### src/rtl/matrix_key_scanner.sv
// matrix_key_scanner: scans a 4x4 active-low keypad one column at a time, debounces whole frames and strobes the key code
module matrix_key_scanner #(
  parameter int CLK_DIV  = 50000,
  parameter int DEBOUNCE = 5
) (
  input  logic       clk_50M,
  input  logic       rst,
  input  logic [3:0] ROW,
  output logic [3:0] COL,
  output logic [3:0] key_code,
  output logic       key_valid,
  output logic       key_down
);
  localparam int DW = $clog2(CLK_DIV);
  typedef enum logic [1:0] {IDLE, PRESS_DB, PRESSED, RELEASE_DB} state_t;
  state_t state_q, state_d;
  logic [3:0] row_m_q, row_s_q, col_q, col_d, cnt_q, cnt_d, cand_q, cand_d, code_q, code_d;
  logic [DW-1:0] div_q, div_d;
  logic [1:0] sel_q, sel_d;
  logic [15:0] samp_q, samp_d, frame;
  logic [4:0] ones;
  logic [3:0] idx;
  logic tick, frame_end, none, single, acc, valid_q;
  always_ff @(posedge clk_50M) begin
    if (rst) begin
      row_m_q <= 4'hf;
      row_s_q <= 4'hf;
      div_q   <= '0;
      sel_q   <= '0;
      col_q   <= 4'b1110;
      samp_q  <= '0;
      state_q <= IDLE;
      cnt_q   <= '0;
      cand_q  <= '0;
      code_q  <= '0;
      valid_q <= 1'b0;
    end else begin
      row_m_q <= ROW;
      row_s_q <= row_m_q;
      div_q   <= div_d;
      sel_q   <= sel_d;
      col_q   <= col_d;
      samp_q  <= samp_d;
      state_q <= state_d;
      cnt_q   <= cnt_d;
      cand_q  <= cand_d;
      code_q  <= code_d;
      valid_q <= acc;
    end
  end
  // Frame bit 4*row+col is set when that row reads low while that column is driven
  always_comb begin
    tick      = div_q == DW'(CLK_DIV - 1);
    frame_end = tick && sel_q == 2'd3;
    div_d     = tick ? '0 : div_q + DW'(1);
    sel_d     = tick ? sel_q + 2'd1 : sel_q;
    col_d     = tick ? ~(4'b0001 << sel_d) : col_q;
    frame     = samp_q;
    for (int r = 0; r < 4; r++) frame[{2'(r), sel_q}] = ~row_s_q[r];
    samp_d    = tick ? (frame_end ? '0 : frame) : samp_q;
    ones      = '0;
    idx       = '0;
    for (int i = 0; i < 16; i++)
      if (frame[i]) begin
        ones = ones + 5'd1;
        idx  = 4'(i);
      end
    none      = ones == 5'd0;
    single    = ones == 5'd1;
  end
  always_comb begin
    state_d = state_q;
    cnt_d   = cnt_q;
    cand_d  = cand_q;
    acc     = 1'b0;
    if (frame_end)
      case (state_q)
        IDLE:
          if (single) begin
            cand_d  = idx;
            cnt_d   = 4'd1;
            state_d = DEBOUNCE == 1 ? PRESSED : PRESS_DB;
            acc     = DEBOUNCE == 1;
          end
        PRESS_DB:
          if (single && idx == cand_q) begin
            cnt_d   = cnt_q + 4'd1;
            acc     = cnt_d == 4'(DEBOUNCE);
            state_d = acc ? PRESSED : PRESS_DB;
          end else if (single) begin
            cand_d = idx;
            cnt_d  = 4'd1;
          end else begin
            cnt_d   = '0;
            state_d = IDLE;
          end
        PRESSED:
          if (none) begin
            cnt_d   = 4'd1;
            state_d = DEBOUNCE == 1 ? IDLE : RELEASE_DB;
          end else cnt_d = '0;
        RELEASE_DB:
          if (none) begin
            cnt_d   = cnt_q + 4'd1;
            state_d = cnt_d == 4'(DEBOUNCE) ? IDLE : RELEASE_DB;
          end else begin
            cnt_d   = '0;
            state_d = PRESSED;
          end
      endcase
    code_d = acc ? cand_d : code_q;
  end
  always_comb begin
    COL       = col_q;
    key_code  = code_q;
    key_valid = valid_q;
    key_down  = state_q == PRESSED || state_q == RELEASE_DB;
  end
endmodule

### config.mk
export PLATFORM = sky130hd
export DESIGN_NAME = matrix_key_scanner
export DESIGN_NICKNAME = d
export VERILOG_FILES = /design/src/rtl/matrix_key_scanner.sv
export SDC_FILE = /design/constraint.sdc
export NUM_CORES = 1
export LEC_CHECK = 0
export ABC_AREA = 1
export CORE_MARGIN = 2
export CORE_UTILIZATION = 40
export DETAILED_ROUTE_END_ITERATION = 6
export PLACE_DENSITY = 0.6
export SYNTH_ARGS = -nofsm -noshare
export SYNTH_HDL_FRONTEND = slang
export SYNTH_SLANG_ARGS = --single-unit
### constraint.sdc
create_clock -name clk_50M -period 13.8 [get_ports clk_50M]
set_input_delay 1.38 -clock clk_50M [delete_from_list [all_inputs] [get_ports clk_50M]]
set_output_delay 1.38 -clock clk_50M [all_outputs]
set_load 0.05 [all_outputs]
==> results by group, run 1 <==
Outcome
  • Status: finished clean

Logic synthesis
  • Syn Area/Cell: approximately 6.4 sq um
  • Biggest area consumer among synthesized cells: dfxtp_1
  • Post-synth EDFFs: 0
  • Post-synth ARST share: 0%
  • Largest cells by area after synthesis: dfxtp_1, nand2_1, inv_1
  • Top-area cell type share of the netlist area: 25.8%
  • Most numerous cell in the Yosys netlist: nand2_1
  • Post-Synthesis Cells: 742
  • Top_reg_cell synth: dfxtp_1
  • Distinct cells, synth: 47
  • Net Count, Synth: 769
  • Mapped cell area: 4740 sq um
  • Synth Register Bits: 61
  • Register area share after synthesis: 25.8%
  • Number of synthesis warnings: 0
  • Top cells by count, synth: nand2_1, inv_1, nand3_1

Route
  • Wirelength per Cell: 10.8 um
  • Vias per inst: 4.82
  • Total Wirelength: ~10000 um
  • DRT antenna net count: 0
  • DRT iter0 DRCs: around 180
  • DRT Pass-1 Iters: 4
  • # DRC: 0
  • Via count: about 4.4k

Worst setup path
  • Crit Path Class: reg -> reg
  • R2R Setup Slk: 2.99 ns
  • Element type at the critical path start: flop
  • Slowest cell on crit path: dfxtp_1
  • Delay of the slowest critical-path stage: between 0.4 and 0.5 ns
  • CP arrival: 11.03 ns
  • WP buf/inv: 11
  • Critical Path End Type: flop
  • Most used cell along the critical path: nand2_1
  • Worst-path fanout max: 9
  • Cell family with most CP delay: simple AND/OR/NAND/NOR gates
  • WP data required: 14.02 ns

Global route
  • Antenna violations before repair: 0
  • Vias in the first global route: 4,144
  • GR Overflow Total: 0
  • First-pass GRT wire length: 17,800 um
  • Tot GR Track Use: 16.4%
  • Largest net degree at the start of global routing: 28

Hold path
  • Hold/Removal Path Class: reg -> reg

Power and ir drop
  • Maximum VDD drop: about 0.0001 V
  • P_leak: 2.75 nW
  • Switching Fraction: 22.4%
  • Part of the power in registers: between 40% and 50%
  • Post-route total power: 0.434 mW
  • Psw: 0.0972 mW
  • Power density cells: about 82 nW/um^2
  • Pint: 0.337 mW
  • Clk pwr share: 51.1%
  • Combinational power share: 7.5%

Floorplanning
  • Row count: 39
  • I/O Pins: 16
  • Starting density of the core: between 40% and 50%
  • Core area: 11,500 sq um
  • Height of the die: approximately 110 um
  • Die area: 12,700 sq um
  • Die Wd: ~110 um

Layout
  • Area occupied by multi-input gates: 2940 sq um
  • Final #Nets: just under 800
  • Layout cells sized above 1: roughly 14%
  • Filler Cell Count: 1,169
  • Layout area overhead: 12.0%
  • Diodes inserted: 0
  • Storage cell area: 1220 sq um

STA
  • Worst Clk Skew: a little under 0.004 ns
  • Setup TNS: 0 ns
  • Worst relative slew slack: a little under a quarter
  • Unrepaired setup endpoints after global routing: no
  • Hold Violations, Final: 0
  • Final Max Tran Viols: 0
  • Crit share post-route: 78.4%
  • Worst Max-Slew Pin Slew: 1.15 ns
  • Min Tclk post-route: approximately 11 ns
  • Endpoints failing setup: 0
  • Highest Clock Rate: around 90 MHz

CTS
  • Clock transition at the registers of the reported paths: roughly 0.050 ns
  • Skew-Pair Late Insertion Delay: roughly 0.32 ns
  • Root buffer cell: clkbuf_16
  • Post-CTS Setup Repair Bufs: 0
  • Longest Clk Path Bufs: 2
  • CTS tree: built
  • Hold bufs inserted after CTS: 0
  • H-tree levels: 3
  • Cts repair resizes: 0
  • Num CTS Buffers: 9
  • Clk sink count: 61

Run
  • Max-cap violation count: 0

Placement
  • HPWL Detailed: 7640 um
  • Port-buffer cells: 15
  • Routability Congestion: 0.837
==> final timing paths <==
kind	startpoint	cells after the start	end
worst min register to register	row_m_q[0]	1	row_s_q[0]
worst min-delay path	row_m_q[0]	1	row_s_q[0]
worst max-delay path	sel_q[0]	63	key_code[3]
worst max register to register	sel_q[0]	63	key_code[3]
==> stage by stage <==
stage	hold WS (ns)	area [sq um]	cells	utilization, %	worst slack, ns
after floorplan	0.389	4740	742	-	3.73
after global placement	0.393	5010	890	43.7	3.23
after detailed placement	0.393	5010	890	43.7	3.01
after CTS	0.405	5310	905	46.3	2.97
after global routing	0.422	5310	905	46.3	2.13
final	0.405	5310	905	46.3	2.99
==> power by group through the flow <==
stage	sequential (mW)	clock (mW)	combinational [mW]
finish	0.179	0.222	0.0328
global route	0.179	0.237	0.0385
CTS	0.179	0.228	0.0331
detailed placement	0.183	0	0.0330
global placement	0.183	0	0.0320
floorplan	0.183	0	0.0268
==> logic make-up (layout without fill, tap and decap cells) <==
| kind of cell | count (synthesis) | count (layout) | synth area share, % |
|---|---|---|---|
| buf+inv | 147 | 167 | 12.2 |
| mux | 1 | 1 | 0.211 |
| simple gates | 413 | 413 | 42.3 |
| flops | 61 | 61 | 25.8 |
| fa+ha+maj | 21 | 21 | 5.54 |
| compound gates | 88 | 88 | 11.9 |
| xor+xnor | 11 | 11 | 2.03 |
==> placed cells by master (no fill, tap or decap), types with 2 or more instances in the layout <==
cell type	count
nand2_1	198
inv_1	123
nand3_1	69
dfxtp_1	61
nor2_1	54
nand2_2	29
o21ai_0	27
a21oi_1	24
ha_1	21
or2_2	16
nand3_2	16
clkdlybuf4s50_1	15
a32o_1	11
inv_2	9
clkbuf_16	9
o21ai_1	7
xor2_1	7
nor3_1	6
o21ai_2	4
clkinv_1	4
nand3b_1	4
xnor2_1	4
nand2_4	3
nor2_2	3
nand4_1	3
nor4_1	3
or2_1	2
o21a_1	2
and2_1	2
a21boi_1	2
nor2_8	2
o22ai_1	2
clkinv_2	2
clkbuf_8	2
==> layer usage <==
metal	GRT usage, %	vias to the layer above	wire, um	share of wire [%]
met4	4.39	0	100	1.0
met2	28.2	54	4410	45
met5	0	-	0	0
met3	2.89	9	273	2.8
li1	-	2385	-	-
met1	21.3	1913	4970	51
==> area by class of cell <==
cell class                 count  share of cell area [%]
clock buffer                  11                    4.76
clock inverter                 4                   0.896
inverter                     136                    9.62
multi-input combinational    534                    55.4
sequential                    61                    23.0
tap                          143                    3.37
timing repair buffer          16                    2.97
==> flip-flops by register name (all words and copies together) (netlist names) <==
register,flops
sel_q,2
key_valid,1
state_q,2
row_m_q,4
key_code,4
div_q,16
cand_q,4
COL,4
row_s_q,4
cnt_q,4
samp_q,16
Note: power is estimated with default switching activity, not from simulation.
==> run 2: changes to the inputs <==
--- a/config.mk
+++ b/config.mk
@@ -9,7 +9,7 @@
 export CORE_MARGIN = 2
 export CORE_UTILIZATION = 40
 export DETAILED_ROUTE_END_ITERATION = 6
-export PLACE_DENSITY = 0.6
+export PLACE_DENSITY = 0.62
 export SYNTH_ARGS = -nofsm -noshare
 export SYNTH_HDL_FRONTEND = slang
 export SYNTH_SLANG_ARGS = --single-unit
==> constraint.sdc (replaced) <==
create_clock -name clk_50M -period 9.1 [get_ports clk_50M]
set_input_delay 0.91 -clock clk_50M [delete_from_list [all_inputs] [get_ports clk_50M]]
set_output_delay 0.91 -clock clk_50M [all_outputs]
set_load 0.05 [all_outputs]
==> run 2 against run 1 <==
Die area did not move. Fmax rose by 22%. Utilization rose by 12 points. Clock-buffer cell count did not move. Worst setup slack got worse by 2.7 ns. Hold slack improved by 0.0015 ns. Flip-flop and latch count did not move. Highest routed layer unchanged.
==> results by group, run 2 (same netlist as run 1, synthesis figures left out) <==
Outcome
  • Status: finished clean

Floorplanning
  • Height of the die: 113 um (unchanged)
  • Row count: 39 (unchanged)
  • Die area: 12,700 sq um (unchanged)
  • Starting density of the core: 41.3% (unchanged)
  • Core area: 11,500 sq um (unchanged)
  • I/O Pins: 16 (unchanged)
  • Die Wd: 113 um (unchanged)

Layout
  • Commonest non-fill, non-tap cells in the layout: nand2_1, inv_1, buf_4, dfxtp_1
  • Filler Cell Count: 1,017 (-13%)
  • Top flop regs: div_q x16, samp_q x16
  • Final core utilization: 58.6% (+12 points)
  • Layout area overhead: 41.8%
  • Final Non-Filler Cells: 1,000 (+10%)
  • Diodes inserted: 0 (unchanged)
  • Layout cells sized above 1: 34.3% (+21 points)
  • Most common cell after layout, fill and taps aside: nand2_1
  • Final #Nets: 879 (+12%)

Global route
  • First-pass GRT wire length: 21,600 um (+22%)
  • Tot GR Track Use: 20.5% (+4.1 points)
  • Largest net degree at the start of global routing: 28 (unchanged)
  • Antenna violations before repair: 0 (unchanged)
  • Vias in the first global route: 4,966 (+20%)
  • GR Overflow Total: 0 (unchanged)

Worst setup path
  • WP data required: 9.33 ns (-4.69 ns)
  • Crit Reg-Reg Startpoint: sel_q[0]
  • Reg2Reg Depth: 62 (-1.6%)
  • Delay of the slowest critical-path stage: 0.38 ns (-0.05 ns)
  • CP arrival: 9.08 ns (-1.95 ns)
  • Element type at the critical path start: flop
  • Slowest cell on crit path: dfxtp_4
  • Crit Path Class: reg -> reg
  • Worst Setup SP: sel_q[0]
  • Most used cell along the critical path: ha_4
  • Critical Path End Type: flop
  • Worst-path fanout max: 8 (-1)
  • Worst flop-to-flop path endpoint: key_code[0]
  • R2R Setup Slk: 0.25 ns (-2.74 ns)

Route
  • # DRC: 0 (unchanged)
  • Via count: 4,946 (+13%)
  • DRT Pass-1 Iters: 4 (unchanged)
  • DRT iter0 DRCs: 212 (+16%)
  • Wirelength per Cell: 12.8 um (+19%)
  • DRT antenna net count: 0 (unchanged)
  • Vias per inst: 4.95 (+2.6%)
  • Total Wirelength: 12,800 um (+31%)

STA
  • Final Max Tran Viols: 0 (unchanged)
  • Highest Clock Rate: 113 MHz (+22%)
  • Worst relative slew slack: 37.2% (+14 points)
  • Unrepaired setup endpoints after global routing: yes
  • Worst Clk Skew: 0.00542 ns (+0.00148 ns)
  • Endpoints failing setup: 0 (unchanged)
  • Hold Violations, Final: 0 (unchanged)
  • Setup TNS: 0 ns (unchanged)
  • Min Tclk post-route: 8.85 ns (-1.96 ns)
  • Crit share post-route: 97.3% (+19 points)
  • Worst Max-Slew Pin Slew: 0.939 ns (-0.208 ns)

CTS
  • Clock transition at the registers of the reported paths: 0.05 ns (about the same)
  • Skew-Pair Late Insertion Delay: 0.33 ns (about the same)
  • Clk sink count: 61 (unchanged)
  • Longest Clk Path Bufs: 2 (unchanged)
  • CTS tree: built
  • Num CTS Buffers: 9 (unchanged)
  • Root buffer cell: clkbuf_16
  • Hold bufs inserted after CTS: 0 (unchanged)
  • H-tree levels: 3 (unchanged)

Placement
  • Port-buffer cells: 15 (unchanged)
  • Routability Congestion: 0.838 (about the same)
  • Dpl cells: 914 (+2.7%)
  • HPWL Detailed: 8200 um (+7.4%)

Run
  • Max-cap violation count: 0 (unchanged)

Hold path
  • Hold Path Origin: row_m_q[0]
  • Hold Path Depth: 1 (unchanged)
  • Worst Hold Endpoint: row_s_q[0]
  • Hold/Removal Path Class: reg -> reg

Power and ir drop
  • Power density cells: 102 nW/um^2 (+25%)
  • P_leak: 3.38 nW (+23%)
  • Maximum VDD drop: 0.000124 V (+27%)
==> run 2: cell types whose count changed in the layout (fill, tap and decap cells not counted), moves of 11 or more <==
| cell | before | now |
|---|---|---|
| nand3_1 | 69 | 53 |
| ha_1 | 21 | 4 |
| nand2_4 | 3 | 28 |
| nand3_2 | 16 | 27 |
| nand2_1 | 198 | 157 |
| buf_4 | 1 | 89 |
| ha_4 | 0 | 16 |
| inv_1 | 123 | 111 |
| nand2_2 | 29 | 45 |
==> run 2: report_power, final <==
group | total (mW) | internal [mW] | switching [mW] | leakage (nW)
clock network | 0.327 | 0.210 | 0.117 | 0.139
logic | 0.0888 | 0.0407 | 0.0480 | 2.75
registers | 0.272 | 0.270 | 0.00195 | 0.495
total | 0.687 | 0.521 | 0.166 | 3.38
==> run 2: routing by layer <==
layer / wire [um] / up-vias / global-route usage (%)
met2: 6400 / 62 / 35.4
met5: 0 / - / 0
met3: 232 / 37 / 3.37
li1: - / 2579 / -
met1: 5780 / 2268 / 24.3
met4: 395 / 0 / 10.9
==> run 2: worst max path at each step <==
stage / endpoint / slack, ns / cells past startpoint
after floorplan: state_q[1] / 0.05 / 62
after global placement: key_code[0] / -0.04 / 63
after detailed placement: key_code[0] / -0.27 / 63
after CTS: key_code[0] / 0.008 / 82
after global routing: key_code[0] / -0.10 / 65
final: key_code[0] / 0.25 / 62
==> run 2: per-stage QoR <==
stage	setup WS, ns	power [mW]	hold slack [ns]	cell area [sq um]
3_3_place_gp	-0.0369	0.336	0.395	5390
4_1_cts	0.00814	0.683	0.407	6410
5_1_grt	-0.103	0.714	0.428	6720
2_1_floorplan	0.0460	0.323	0.389	4930
6_report	0.250	0.687	0.407	6720
3_5_place_dp	-0.269	0.338	0.394	5390
==> run 2: repair_timing <==
item | CTS | global route
pin swaps | 19 | 41
resized for setup | 32 | 74
setup buffers | 76 | 4
setup endpoints to repair | 15 | 15
==> run 2: worst max-delay path: cells and delay by family (launching register included) <==
kind	cells	cell delay, ns
AND/OR/NAND/NOR	31	3.89
adder cells (fa/ha/maj)	15	3.28
buffers and inverters	12	0.64
AO/OA/AOI/OAI	3	0.39
flip-flops	1	0.38
multiplexers	1	0.15
==> run 2: layout make-up <==
| type | instances | area (sq um) | share of cell area, % |
|---|---|---|---|
| sequential | 61 | 1230 | 18.2 |
| inverter | 136 | 528 | 7.86 |
| clock inverter | 5 | 52.6 | 0.782 |
| multi-input combinational | 534 | 3600 | 53.6 |
| timing repair buffer | 110 | 903 | 13.4 |
| tap | 143 | 179 | 2.66 |
| clock buffer | 11 | 233 | 3.46 |
==> run 3: changes to the inputs <==
--- a/config.mk
+++ b/config.mk
@@ -6,10 +6,10 @@
 export NUM_CORES = 1
 export LEC_CHECK = 0
 export ABC_AREA = 1
-export CORE_MARGIN = 2
 export CORE_UTILIZATION = 40
 export DETAILED_ROUTE_END_ITERATION = 6
-export PLACE_DENSITY = 0.62
+export GPL_TIMING_DRIVEN = 1
+export PLACE_DENSITY = 0.6
 export SYNTH_ARGS = -nofsm -noshare
 export SYNTH_HDL_FRONTEND = slang
 export SYNTH_SLANG_ARGS = --single-unit
==> constraint.sdc (replaced) <==
create_clock -name clk_50M -period 8.5 [get_ports clk_50M]
set_input_delay 0.85 -clock clk_50M [delete_from_list [all_inputs] [get_ports clk_50M]]
set_output_delay 0.85 -clock clk_50M [all_outputs]
set_load 0.05 [all_outputs]
==> run 3 against run 2 <==
The run now ends with setup timing left. Register-to-register slack worse by 0.52 ns. Clock power is 20% higher. Largest power group unchanged. Global-route usage is 0.19 points lower. Worst setup slack worse by 0.52 ns. Largest cell class unchanged. Cell count is 1.7% higher. Via count is 0.40% lower. Flip-flop and latch count stayed put. Total power is 14% higher. First-iteration DRC count is 8.0% lower.
==> results by group, run 3 (same netlist as run 1, synthesis figures left out) <==
Outcome
  • Status: complete, but fails checks
  • Violated checks: setup timing

CTS
  • Clock transition at the registers of the reported paths: 0.05 ns (about the same)
  • H-tree levels: 3 (unchanged)
  • CTS tree: built
  • Skew-Pair Late Insertion Delay: 0.33 ns (about the same)
  • Root buffer cell: clkbuf_16
  • Num CTS Buffers: 9 (unchanged)
  • Longest Clk Path Bufs: 2 (unchanged)
  • Clk sink count: 61 (unchanged)

Layout
  • Final #Nets: 896 (+1.9%)
  • Commonest non-fill, non-tap cells in the layout: nand2_1, inv_1, buf_4, dfxtp_1, nor2_1
  • Layout cells sized above 1: 39.5% (+5.2 points)
  • Diodes inserted: 0 (unchanged)
  • Layout area overhead: 48.9%
  • Most common cell after layout, fill and taps aside: nand2_1
  • Top flop regs: div_q x16, samp_q x16
  • Final core utilization: 61.6% (+2.9 points)

STA
  • Final Max Tran Viols: 0 (unchanged)
  • Worst Clk Skew: 0.00631 ns (+0.000889 ns)
  • Endpoints failing setup: 15 (+15)
  • Unrepaired setup endpoints after global routing: yes
  • Highest Clock Rate: 114 MHz (+0.93%)
  • Worst relative slew slack: 34.7% (-2.5 points)
  • Min Tclk post-route: 8.77 ns (-0.0817 ns)
  • Hold Violations, Final: 0 (unchanged)
  • Setup ws final: -0.268 ns (-0.518 ns)
  • Crit share post-route: 103% (+5.9 points)
  • Setup TNS: -3.24 ns (-3.24 ns)
  • Worst Max-Slew Pin Slew: 0.976 ns (+0.0372 ns)

Route
  • DRT iter0 DRCs: 195 (-8.0%)
  • Vias per inst: 4.84 (-2.1%)
  • Total Wirelength: 12,500 um (-2.7%)
  • DRT antenna net count: 0 (unchanged)
  • Wirelength per Cell: 12.3 um (-4.3%)
  • DRT Pass-1 Iters: 4 (unchanged)
  • # DRC: 0 (unchanged)
  • Via count: 4,926 (-0.40%)

Worst setup path
  • CP arrival: 8.99 ns (-0.09 ns)
  • WP buf/inv: 12 (unchanged)
  • Worst-path fanout max: 7 (-1)
  • Critical Path End Type: flop
  • Delay of the slowest critical-path stage: 0.38 ns (about the same)
  • Crit Reg-Reg Startpoint: sel_q[0]
  • Slowest cell on crit path: dfxtp_4
  • Cell family with most CP delay: simple AND/OR/NAND/NOR gates
  • Crit Path Class: reg -> reg
  • Worst Setup SP: sel_q[0]
  • WP data required: 8.73 ns (-0.60 ns)
  • Element type at the critical path start: flop
  • Most used cell along the critical path: ha_4

Floorplanning
  • Row count: 39 (unchanged)
  • Height of the die: 111 um (-1.8%)
  • I/O Pins: 16 (unchanged)
  • Core area: 11,500 sq um (unchanged)
  • Die area: 12,300 sq um (-3.5%)
  • Starting density of the core: 41.3% (unchanged)
  • Die Wd: 111 um (-1.8%)

Power and ir drop
  • P_leak: 3.55 nW (+5.0%)
  • Power density cells: 111 nW/um^2 (+8.4%)
  • Maximum VDD drop: 0.000125 V (+1.3%)
  • Post-route total power: 0.783 mW (+14%)

Global route
  • GR Overflow Total: 0 (unchanged)
  • Largest net degree at the start of global routing: 28 (unchanged)
  • First-pass GRT wire length: 20,800 um (-4.1%)
  • Tot GR Track Use: 20.3% (-0.19 points)
  • Antenna violations before repair: 0 (unchanged)
  • Vias in the first global route: 4,720 (-5.0%)

Run
  • Max-cap violation count: 0 (unchanged)

Placement
  • Routability Congestion: 0.831 (-0.84%)
  • Dpl ws: -0.652 ns (-0.383 ns)
  • HPWL Detailed: 8410 um (+2.5%)
  • Port-buffer cells: 15 (unchanged)

Hold path
  • Hold Path Origin: row_m_q[3]
  • Hold/Removal Path Class: reg -> reg
==> run 3: area by class of cell <==
type                       instances  area [sq um]
sequential                        61          1230
tap                              143           179
timing repair buffer             127          1030
fill                            1015          4410
clock inverter                     5          83.8
multi-input combinational        534          3770
clock buffer                      11           243
inverter                         136           528
==> run 3: repair_timing <==
action                     CTS  global route
gates resized for setup     22           128
pin swaps                   31            62
setup buffers               73             8
hold buffers                 0             0
setup endpoints to repair   15            15
==> run 3: through the flow <==
stage                     area [sq um]  cells  hold slack, ns
after floorplan                   4970    742           0.389
after global placement            5520    928           0.393
after detailed placement          5520    928           0.392
after CTS                         6520   1017           0.404
after global routing              7060   1017           0.427
final                             7060   1017           0.404
==> run 3: worst paths after layout <==
| path | end | slack [ns] | cells after the start |
|---|---|---|---|
| worst max-delay path | key_code[2] | -0.27 | 64 |
| worst min-delay path | row_s_q[3] | 0.40 | 1 |
| worst max register to register | key_code[2] | -0.27 | 64 |
| worst min register to register | row_s_q[3] | 0.40 | 1 |
==> run 3: layer usage <==
metal | vias up | part of all wire (%) | global-route usage, %
met3 | 26 | 1.8 | 2.46
met4 | 0 | 2.3 | 8.89
li1 | 2609 | - | -
met5 | - | 0 | 0
met1 | 2226 | 47 | 25.2
met2 | 65 | 49 | 35.1
==> run 3: power breakdown <==
group          internal (mW)  switching [mW]
clock network          0.265           0.128
logic                 0.0462          0.0527
registers              0.289         0.00192
total                  0.600           0.183
